$ cat src/rtl/alu_pkg.sv
// Shared constants for the ALU execute stage: opcodes, FSM states, flag bit positions.
package alu_pkg;

  localparam int unsigned ALU_WIDTH = 8;
  localparam int unsigned OPC_W     = 4;
  localparam int unsigned FLG_W     = 4;

  localparam logic [OPC_W-1:0] OP_ADD  = 4'd0;
  localparam logic [OPC_W-1:0] OP_SUB  = 4'd1;
  localparam logic [OPC_W-1:0] OP_AND  = 4'd2;
  localparam logic [OPC_W-1:0] OP_OR   = 4'd3;
  localparam logic [OPC_W-1:0] OP_XOR  = 4'd4;
  localparam logic [OPC_W-1:0] OP_NOT  = 4'd5;
  localparam logic [OPC_W-1:0] OP_SHL  = 4'd6;
  localparam logic [OPC_W-1:0] OP_SHR  = 4'd7;
  localparam logic [OPC_W-1:0] OP_PASS = 4'd8;
  localparam logic [OPC_W-1:0] OP_MUL  = 4'd9;

  typedef enum logic {
    ST_IDLE     = 1'b0,
    ST_MUL_BUSY = 1'b1
  } state_t;

  // Flag vector is {V,N,C,Z}
  localparam int unsigned FLG_Z = 0;
  localparam int unsigned FLG_C = 1;
  localparam int unsigned FLG_N = 2;
  localparam int unsigned FLG_V = 3;

endpackage

$ cat src/rtl/alu_exec_stage_mul_seq.sv
// Iterative shift-add unsigned multiplier; one partial product per step, done on the WIDTH-th step.
module alu_mul_seq
  import alu_pkg::*;
#(
  parameter int unsigned WIDTH = ALU_WIDTH
) (
  input  logic                 clk,
  input  logic                 rst,
  input  logic                 start,
  input  logic                 step,
  input  logic [WIDTH-1:0]     multiplicand,
  input  logic [WIDTH-1:0]     multiplier,
  output logic                 done_c,
  output logic [2*WIDTH-1:0]   product_c
);

  localparam int unsigned CNT_W = $clog2(WIDTH + 1);

  logic [2*WIDTH-1:0] mcand;
  logic [2*WIDTH-1:0] acc;
  logic [WIDTH-1:0]   mplier;
  logic [CNT_W-1:0]   cnt;

  // product_c is the accumulator after the current step; final on the done step
  always_comb begin
    product_c = mplier[0] ? (acc + mcand) : acc;
    done_c    = step && (cnt == CNT_W'(WIDTH - 1));
  end

  always_ff @(posedge clk or posedge rst) begin
    if (rst) begin
      mcand  <= '0;
      acc    <= '0;
      mplier <= '0;
      cnt    <= '0;
    end else if (start) begin
      mcand  <= {{WIDTH{1'b0}}, multiplicand};
      acc    <= '0;
      mplier <= multiplier;
      cnt    <= '0;
    end else if (step) begin
      acc    <= product_c;
      mcand  <= mcand << 1;
      mplier <= mplier >> 1;
      cnt    <= cnt + CNT_W'(1);
    end
  end

endmodule

$ cat src/rtl/alu_exec_stage.sv
// ALU execute stage: single-cycle logic/arithmetic ops plus an optional iterative multiply.
// Define ALU_MUL_EN to build the multiplier; otherwise opcode 9 is treated as illegal.
module alu_exec_stage
  import alu_pkg::*;
#(
  parameter int unsigned WIDTH = ALU_WIDTH
) (
  input  logic              clk,
  input  logic              rst,
  input  logic              in_valid,
  output logic              in_ready,
  input  logic [3:0]        opcode,
  input  logic [WIDTH-1:0]  operand_a,
  input  logic [WIDTH-1:0]  operand_b,
  output logic              out_valid,
  output logic [WIDTH-1:0]  result,
  output logic [WIDTH-1:0]  result_hi,
  output logic [3:0]        flags,
  output logic              err
);

  logic              accept_c;
  logic [WIDTH:0]    sum_c;
  logic [WIDTH:0]    diff_c;
  logic [WIDTH-1:0]  alu_res_c;
  logic              alu_carry_c;
  logic              alu_ovf_c;
  logic              alu_ill_c;

  logic              in_ready_d;
  logic              out_valid_d;
  logic [WIDTH-1:0]  result_d;
  logic [WIDTH-1:0]  result_hi_d;
  logic [3:0]        flags_d;
  logic              err_d;

  assign accept_c = in_valid && in_ready;

`ifdef ALU_MUL_EN
  state_t              state;
  state_t              state_d;
  logic                mul_start_c;
  logic                mul_done_c;
  logic [2*WIDTH-1:0]  product_c;

  alu_mul_seq #(
    .WIDTH (WIDTH)
  ) u_mul (
    .clk          (clk),
    .rst          (rst),
    .start        (mul_start_c),
    .step         (state == ST_MUL_BUSY),
    .multiplicand (operand_a),
    .multiplier   (operand_b),
    .done_c       (mul_done_c),
    .product_c    (product_c)
  );

  always_ff @(posedge clk or posedge rst) begin
    if (rst) state <= ST_IDLE;
    else     state <= state_d;
  end
`endif

  // Single-cycle datapath
  always_comb begin
    sum_c       = {1'b0, operand_a} + {1'b0, operand_b};
    diff_c      = {1'b0, operand_a} - {1'b0, operand_b};
    alu_res_c   = '0;
    alu_carry_c = 1'b0;
    alu_ovf_c   = 1'b0;
    alu_ill_c   = 1'b0;
    case (opcode)
      OP_ADD: begin
        alu_res_c   = sum_c[WIDTH-1:0];
        alu_carry_c = sum_c[WIDTH];
        alu_ovf_c   = (operand_a[WIDTH-1] == operand_b[WIDTH-1]) &&
                      (sum_c[WIDTH-1] != operand_a[WIDTH-1]);
      end
      OP_SUB: begin
        alu_res_c   = diff_c[WIDTH-1:0];
        alu_carry_c = diff_c[WIDTH];
        alu_ovf_c   = (operand_a[WIDTH-1] != operand_b[WIDTH-1]) &&
                      (diff_c[WIDTH-1] != operand_a[WIDTH-1]);
      end
      OP_AND:  alu_res_c = operand_a & operand_b;
      OP_OR:   alu_res_c = operand_a | operand_b;
      OP_XOR:  alu_res_c = operand_a ^ operand_b;
      OP_NOT:  alu_res_c = ~operand_a;
      OP_SHL: begin
        alu_res_c   = {operand_a[WIDTH-2:0], 1'b0};
        alu_carry_c = operand_a[WIDTH-1];
      end
      OP_SHR: begin
        alu_res_c   = {1'b0, operand_a[WIDTH-1:1]};
        alu_carry_c = operand_a[0];
      end
      OP_PASS: alu_res_c = operand_b;
      default: alu_ill_c = 1'b1;
    endcase
  end

  // Next-state and next-output logic
  always_comb begin
    in_ready_d  = 1'b1;
    out_valid_d = 1'b0;
    result_d    = result;
    result_hi_d = result_hi;
    flags_d     = flags;
    err_d       = err;
`ifdef ALU_MUL_EN
    state_d     = state;
    mul_start_c = 1'b0;
    if (state == ST_MUL_BUSY) begin
      in_ready_d = 1'b0;
      if (mul_done_c) begin
        state_d        = ST_IDLE;
        in_ready_d     = 1'b1;
        out_valid_d    = 1'b1;
        result_d       = product_c[WIDTH-1:0];
        result_hi_d    = product_c[2*WIDTH-1:WIDTH];
        err_d          = 1'b0;
        flags_d        = '0;
        flags_d[FLG_Z] = (product_c == '0);
        flags_d[FLG_N] = product_c[WIDTH-1];
        flags_d[FLG_C] = |product_c[2*WIDTH-1:WIDTH];
      end
    end else if (accept_c && (opcode == OP_MUL)) begin
      state_d     = ST_MUL_BUSY;
      mul_start_c = 1'b1;
      in_ready_d  = 1'b0;
    end else
`endif
    if (accept_c) begin
      out_valid_d    = 1'b1;
      result_d       = alu_res_c;
      result_hi_d    = '0;
      err_d          = alu_ill_c;
      flags_d        = '0;
      flags_d[FLG_Z] = (alu_res_c == '0);
      flags_d[FLG_N] = alu_res_c[WIDTH-1];
      flags_d[FLG_C] = alu_carry_c;
      flags_d[FLG_V] = alu_ovf_c;
    end
  end

  always_ff @(posedge clk or posedge rst) begin
    if (rst) begin
      in_ready  <= 1'b1;
      out_valid <= 1'b0;
      result    <= '0;
      result_hi <= '0;
      flags     <= '0;
      err       <= 1'b0;
    end else begin
      in_ready  <= in_ready_d;
      out_valid <= out_valid_d;
      result    <= result_d;
      result_hi <= result_hi_d;
      flags     <= flags_d;
      err       <= err_d;
    end
  end

endmodule

$ cat config.mk
export PLATFORM = sky130hd
export DESIGN_NAME = alu_exec_stage
export DESIGN_NICKNAME = d
export VERILOG_FILES = /design/src/rtl/alu_pkg.sv /design/src/rtl/alu_exec_stage_mul_seq.sv /design/src/rtl/alu_exec_stage.sv
export SDC_FILE = /design/constraint.sdc
export NUM_CORES = 1
export LEC_CHECK = 0
export ABC_AREA = 1
export BUFFER_PORTS_ARGS = -buffer_cell sky130_fd_sc_hd__buf_2
export CAP_MARGIN = 10
export CORE_MARGIN = 4
export CORE_UTILIZATION = 50
export CTS_CLUSTER_SIZE = 14
export DETAILED_ROUTE_END_ITERATION = 16
export PLACE_DENSITY = 0.79
export RECOVER_POWER = 25
export SETUP_SLACK_MARGIN = 0.15
export SLEW_MARGIN = 20
export SYNTH_ARGS = -nofsm -noshare
export SYNTH_HDL_FRONTEND = slang
export SYNTH_HIERARCHICAL = 1
export SYNTH_SLANG_ARGS = --single-unit
$ cat constraint.sdc
create_clock -name clk -period 1.4 [get_ports clk]
set_input_delay 0.28 -clock clk [delete_from_list [all_inputs] [get_ports clk]]
set_output_delay 0.28 -clock clk [all_outputs]
set_load 0.02 [all_outputs]
==> impl_metrics.csv <==
group,metric,value,unit
sta,fin_ws,-0.537,ns
final_layout,mostFrequentLayoutCell,"sky130_fd_sc_hd__nand2_1",
final_layout,layout_common_cells,"sky130_fd_sc_hd__nand2_1 (83), sky130_fd_sc_hd__buf_4 (78), sky130_fd_sc_hd__nand3_1 (33), sky130_fd_sc_hd__nor2_1 (33), sky130_fd_sc_hd__inv_1 (29)",
global_routing,grt_antenna_before_repair,0,
global_routing,gr-total-overflow,0,
setup_path,critPathArrivalTime,2.06,ns
drt,drt-vias-per-instance,6.00,
sta,max_freq,0.516,GHz
global_routing,globalRouteTotalUtil,27.1,%
synth,number_of_instances_in_the_synthesized_netlist,366,
drt,firstDrtPassIters,7,
place,dp.final_hpwl,5290,um
setup_path,worst_setup_end_kind,"register",
sta,unrepaired_setup_endpoints_after_global_routing,"true",
pwr,worst_vdd_rail_ir_drop,0.262,mV
clock_tree,tritoncts,"built",
final_layout,layout-drive-gt1-share,48.3,%
drt,detailroute.via_count,3179,
place,place_worst_setup_slack,-0.634,ns
place,place_congestion,1.01,
synth,avgSynthCellArea,5.95,um^2
die,fp.dieArea,0.00547,mm^2
global_routing,grt_use_met3,3.51,%
place,placedInstanceArea,0.00299,mm^2
die,ios,46,
drt,ant_nets,0,
final_layout,layout.cell_area.non_filler,0.00354,mm^2
global_routing,grt_start_max_net_pins,17,
drt,post-route-drc-count,0,
sta,finalCritPeriodShare,138,%
setup_path,cp-start-kind,"input pin",
clock_tree,clock_insertion_delay_worst_skew,0.24,ns
final_layout,ff_latch_area,325,um^2
final_layout,areaGrowthSynthToFinish,62.7,%
setup_path,worst_path_largest_cell_delay,0.51,ns
final_layout,finalCoreUtilization,86.1,%
clock_tree,numClockSinks,13,
synth,ys_types,31,
setup_path,crit_fanout,3,
synth,yosysWarnings,6,
setup_path,cp_num_buf_inv,6,
sta,final_hold_viol_count,0,
synth,synth.yosys.seq_area_share,14.9,%
synth,synth-edff-count,0,
min_path,min_path_type,"input pin to async pin",
clock_tree,cts_max_level,1,
die,die_height,74.0,um
drt,post_drt_wl_per_cell,18.8,um
pwr,pwr_density_cell,591,mW/mm^2
die,start_util,52.9,%
die,row_cnt,23,
die,die_w,74.0,um
setup_path,cp_cell_sequence,"buf_12 > inv_16 > ha_4 > inv_2 > fa_2 > inv_1 > nor2_1 > nor2_1 > nand3_1 > buf_4 > buf_4 > nand2_1 > nand2_1",
place,buffer_ports.inserted,36,
final_layout,num_antenna_cells,0,
setup_path,slowest_stage,"sky130_fd_sc_hd__fa_2",
synth,ys_seq_elements,13,
synth,mappedNetlistArea,0.00218,mm^2
synth,postSynth.asyncResetShare,100,%
setup_path,cp_top_family,"adder cells",
drt,initialDrtViolationCount,591,
clock_tree,clock_tree_buf_depth,2,
job,cap_violations,0,
global_routing,wire_length_of_the_first_global_routing_pass,11600,um
setup_path,critPathRequiredTime,1.52,ns
sta,minimum_period_implied_by_the_final_worst_setup_slack,1.94,ns
clock_tree,cts_buffers,3,
final_layout,finalNetCount,530,
global_routing,globalRoute.busiestLayer,"met2",
sta,drv_slew,0,
global_routing,gr-usage-met1,36.7,%
sta,finalClockSkew,0,ns
sta,fin_hold_ws,0.0335,ns
clock_tree,clk_tree_root_cell,"sky130_fd_sc_hd__clkbuf_8",
die,coreArea,0.00412,mm^2
sta,setup_violations,10,
clock_tree,clk_transition_reported_paths,0.05,ns
status,status,"complete, but fails checks",
synth,synth_top_flop_cell,"sky130_fd_sc_hd__dfrtp_1",
setup_path,crit_type,"input pin to register",
global_routing,global_route.usage.met2,43.2,%
sta,finalSetupTns,-3.54,ns
final_layout,multi_input_area,0.00193,mm^2
final_layout,layout.filler_cells,222,
status,failing_checks,"setup timing",
drt,finalWirelength,9960,um
pwr,static-leakage-power,1.90,nW
global_routing,via_count_of_the_first_global_routing_pass,2542,
==> flip-flops by register name (all words and copies together), names as in the netlist <==
register / count
flags: 4
out_valid: 1
err: 1
result: 7
==> synthesized netlist by cell type (2+ instances only) <==
cell type / n / share of area [%]
sky130_fd_sc_hd__nand3_1: 45 / 10
sky130_fd_sc_hd__o211ai_1: 4 / 1.4
sky130_fd_sc_hd__fa_1: 2 / 1.8
sky130_fd_sc_hd__o22ai_1: 3 / 0.86
sky130_fd_sc_hd__ha_1: 24 / 14
sky130_fd_sc_hd__a21o_1: 2 / 0.69
sky130_fd_sc_hd__dfrtp_1: 13 / 15
sky130_fd_sc_hd__a21oi_1: 10 / 2.3
sky130_fd_sc_hd__clkbuf_1: 4 / 0.69
sky130_fd_sc_hd__inv_1: 51 / 8.8
sky130_fd_sc_hd__conb_1: 2 / 0.34
sky130_fd_sc_hd__buf_6: 3 / 1.6
sky130_fd_sc_hd__nand2_1: 104 / 18
sky130_fd_sc_hd__buf_4: 10 / 3.4
sky130_fd_sc_hd__nand2_4: 2 / 1.0
sky130_fd_sc_hd__nand4_1: 6 / 1.7
sky130_fd_sc_hd__nor2_4: 3 / 1.6
sky130_fd_sc_hd__o21ai_0: 6 / 1.4
sky130_fd_sc_hd__inv_2: 4 / 0.69
sky130_fd_sc_hd__nand3b_1: 4 / 1.4
sky130_fd_sc_hd__nor2_2: 5 / 1.4
sky130_fd_sc_hd__o21ai_1: 3 / 0.69
sky130_fd_sc_hd__nor2_1: 46 / 7.9
sky130_fd_sc_hd__nor3_1: 2 / 0.46
sky130_fd_sc_hd__buf_2: 2 / 0.46
==> layout make-up <==
| cell class | instances | area share (%) |
|---|---|---|
| Clock buffer | 4 | 1.27 |
| Timing Repair Buffer | 122 | 26.5 |
| Tap cell | 50 | 1.77 |
| Sequential cell | 13 | 9.18 |
| Multi-Input combinational cell | 286 | 54.5 |
| Inverter | 55 | 6.75 |
==> kinds of logic after synthesis <==
family / synth area share, %
adders and majority gates: 15.6
xor gates and xnor gates: 0.805
and+or+nand+nor: 44.5
other: 0.345
buffers and inverters: 15.6
DFF: 14.9
AOI/OAI and AO/OA: 8.10
==> worst reg2reg max path, stage by stage, from the launching register on <==
cell and delay (ns):
sky130_fd_sc_hd__dfrtp_1 0.38, sky130_fd_sc_hd__o22ai_1 0.17, sky130_fd_sc_hd__inv_1 0.06
==> per-stage QoR <==
step | power (mW) | cells
2_1_floorplan | 1.04 | 373
3_3_place_gp | 1.39 | 509
3_5_place_dp | 1.41 | 509
4_1_cts | 1.83 | 522
5_1_grt | 2.19 | 530
6_report | 2.09 | 530
==> metal layers <==
| metal | up-vias | wire length, um | share of wire, % |
|---|---|---|---|
| li1 | 1365 | - | - |
| met1 | 1370 | 3390 | 34 |
| met2 | 335 | 4340 | 44 |
| met3 | 109 | 1360 | 14 |
| met4 | 0 | 859 | 8.6 |
| met5 | - | 0 | 0 |
==> power breakdown <==
| part | internal, mW | leakage, nW | switching, mW |
|---|---|---|---|
| combinational | 0.547 | 1.71 | 0.775 |
| clock | 0.201 | 0.0228 | 0.128 |
| sequential | 0.420 | 0.167 | 0.0209 |
| total | 1.17 | 1.90 | 0.924 |
==> worst paths after layout <==
path	endpoint	depth (start not counted)	startpoint	slack, ns
worst min register to register	err	2	err	0.48
min in group clk	out_valid	1	in_valid	0.27
worst min-delay path	flags[0]	2	rst	0.03
worst max-delay path	result[1]	13	operand_a[0]	-0.54
max in group asynchronous	result[4]	2	rst	1.05
worst max register to register	result[2]	2	result[2]	0.67
==> timing repair <==
item | CTS | global route
gates resized for setup | 40 | 74
endpoints found under the setup margin | 11 | 11
pin swaps | 36 | 41
hold endpoints to repair | 0 | 0
setup buffers | 9 | 8
hold buffers | 0 | 0
No activity file was read; power rests on OpenSTA's default activity.
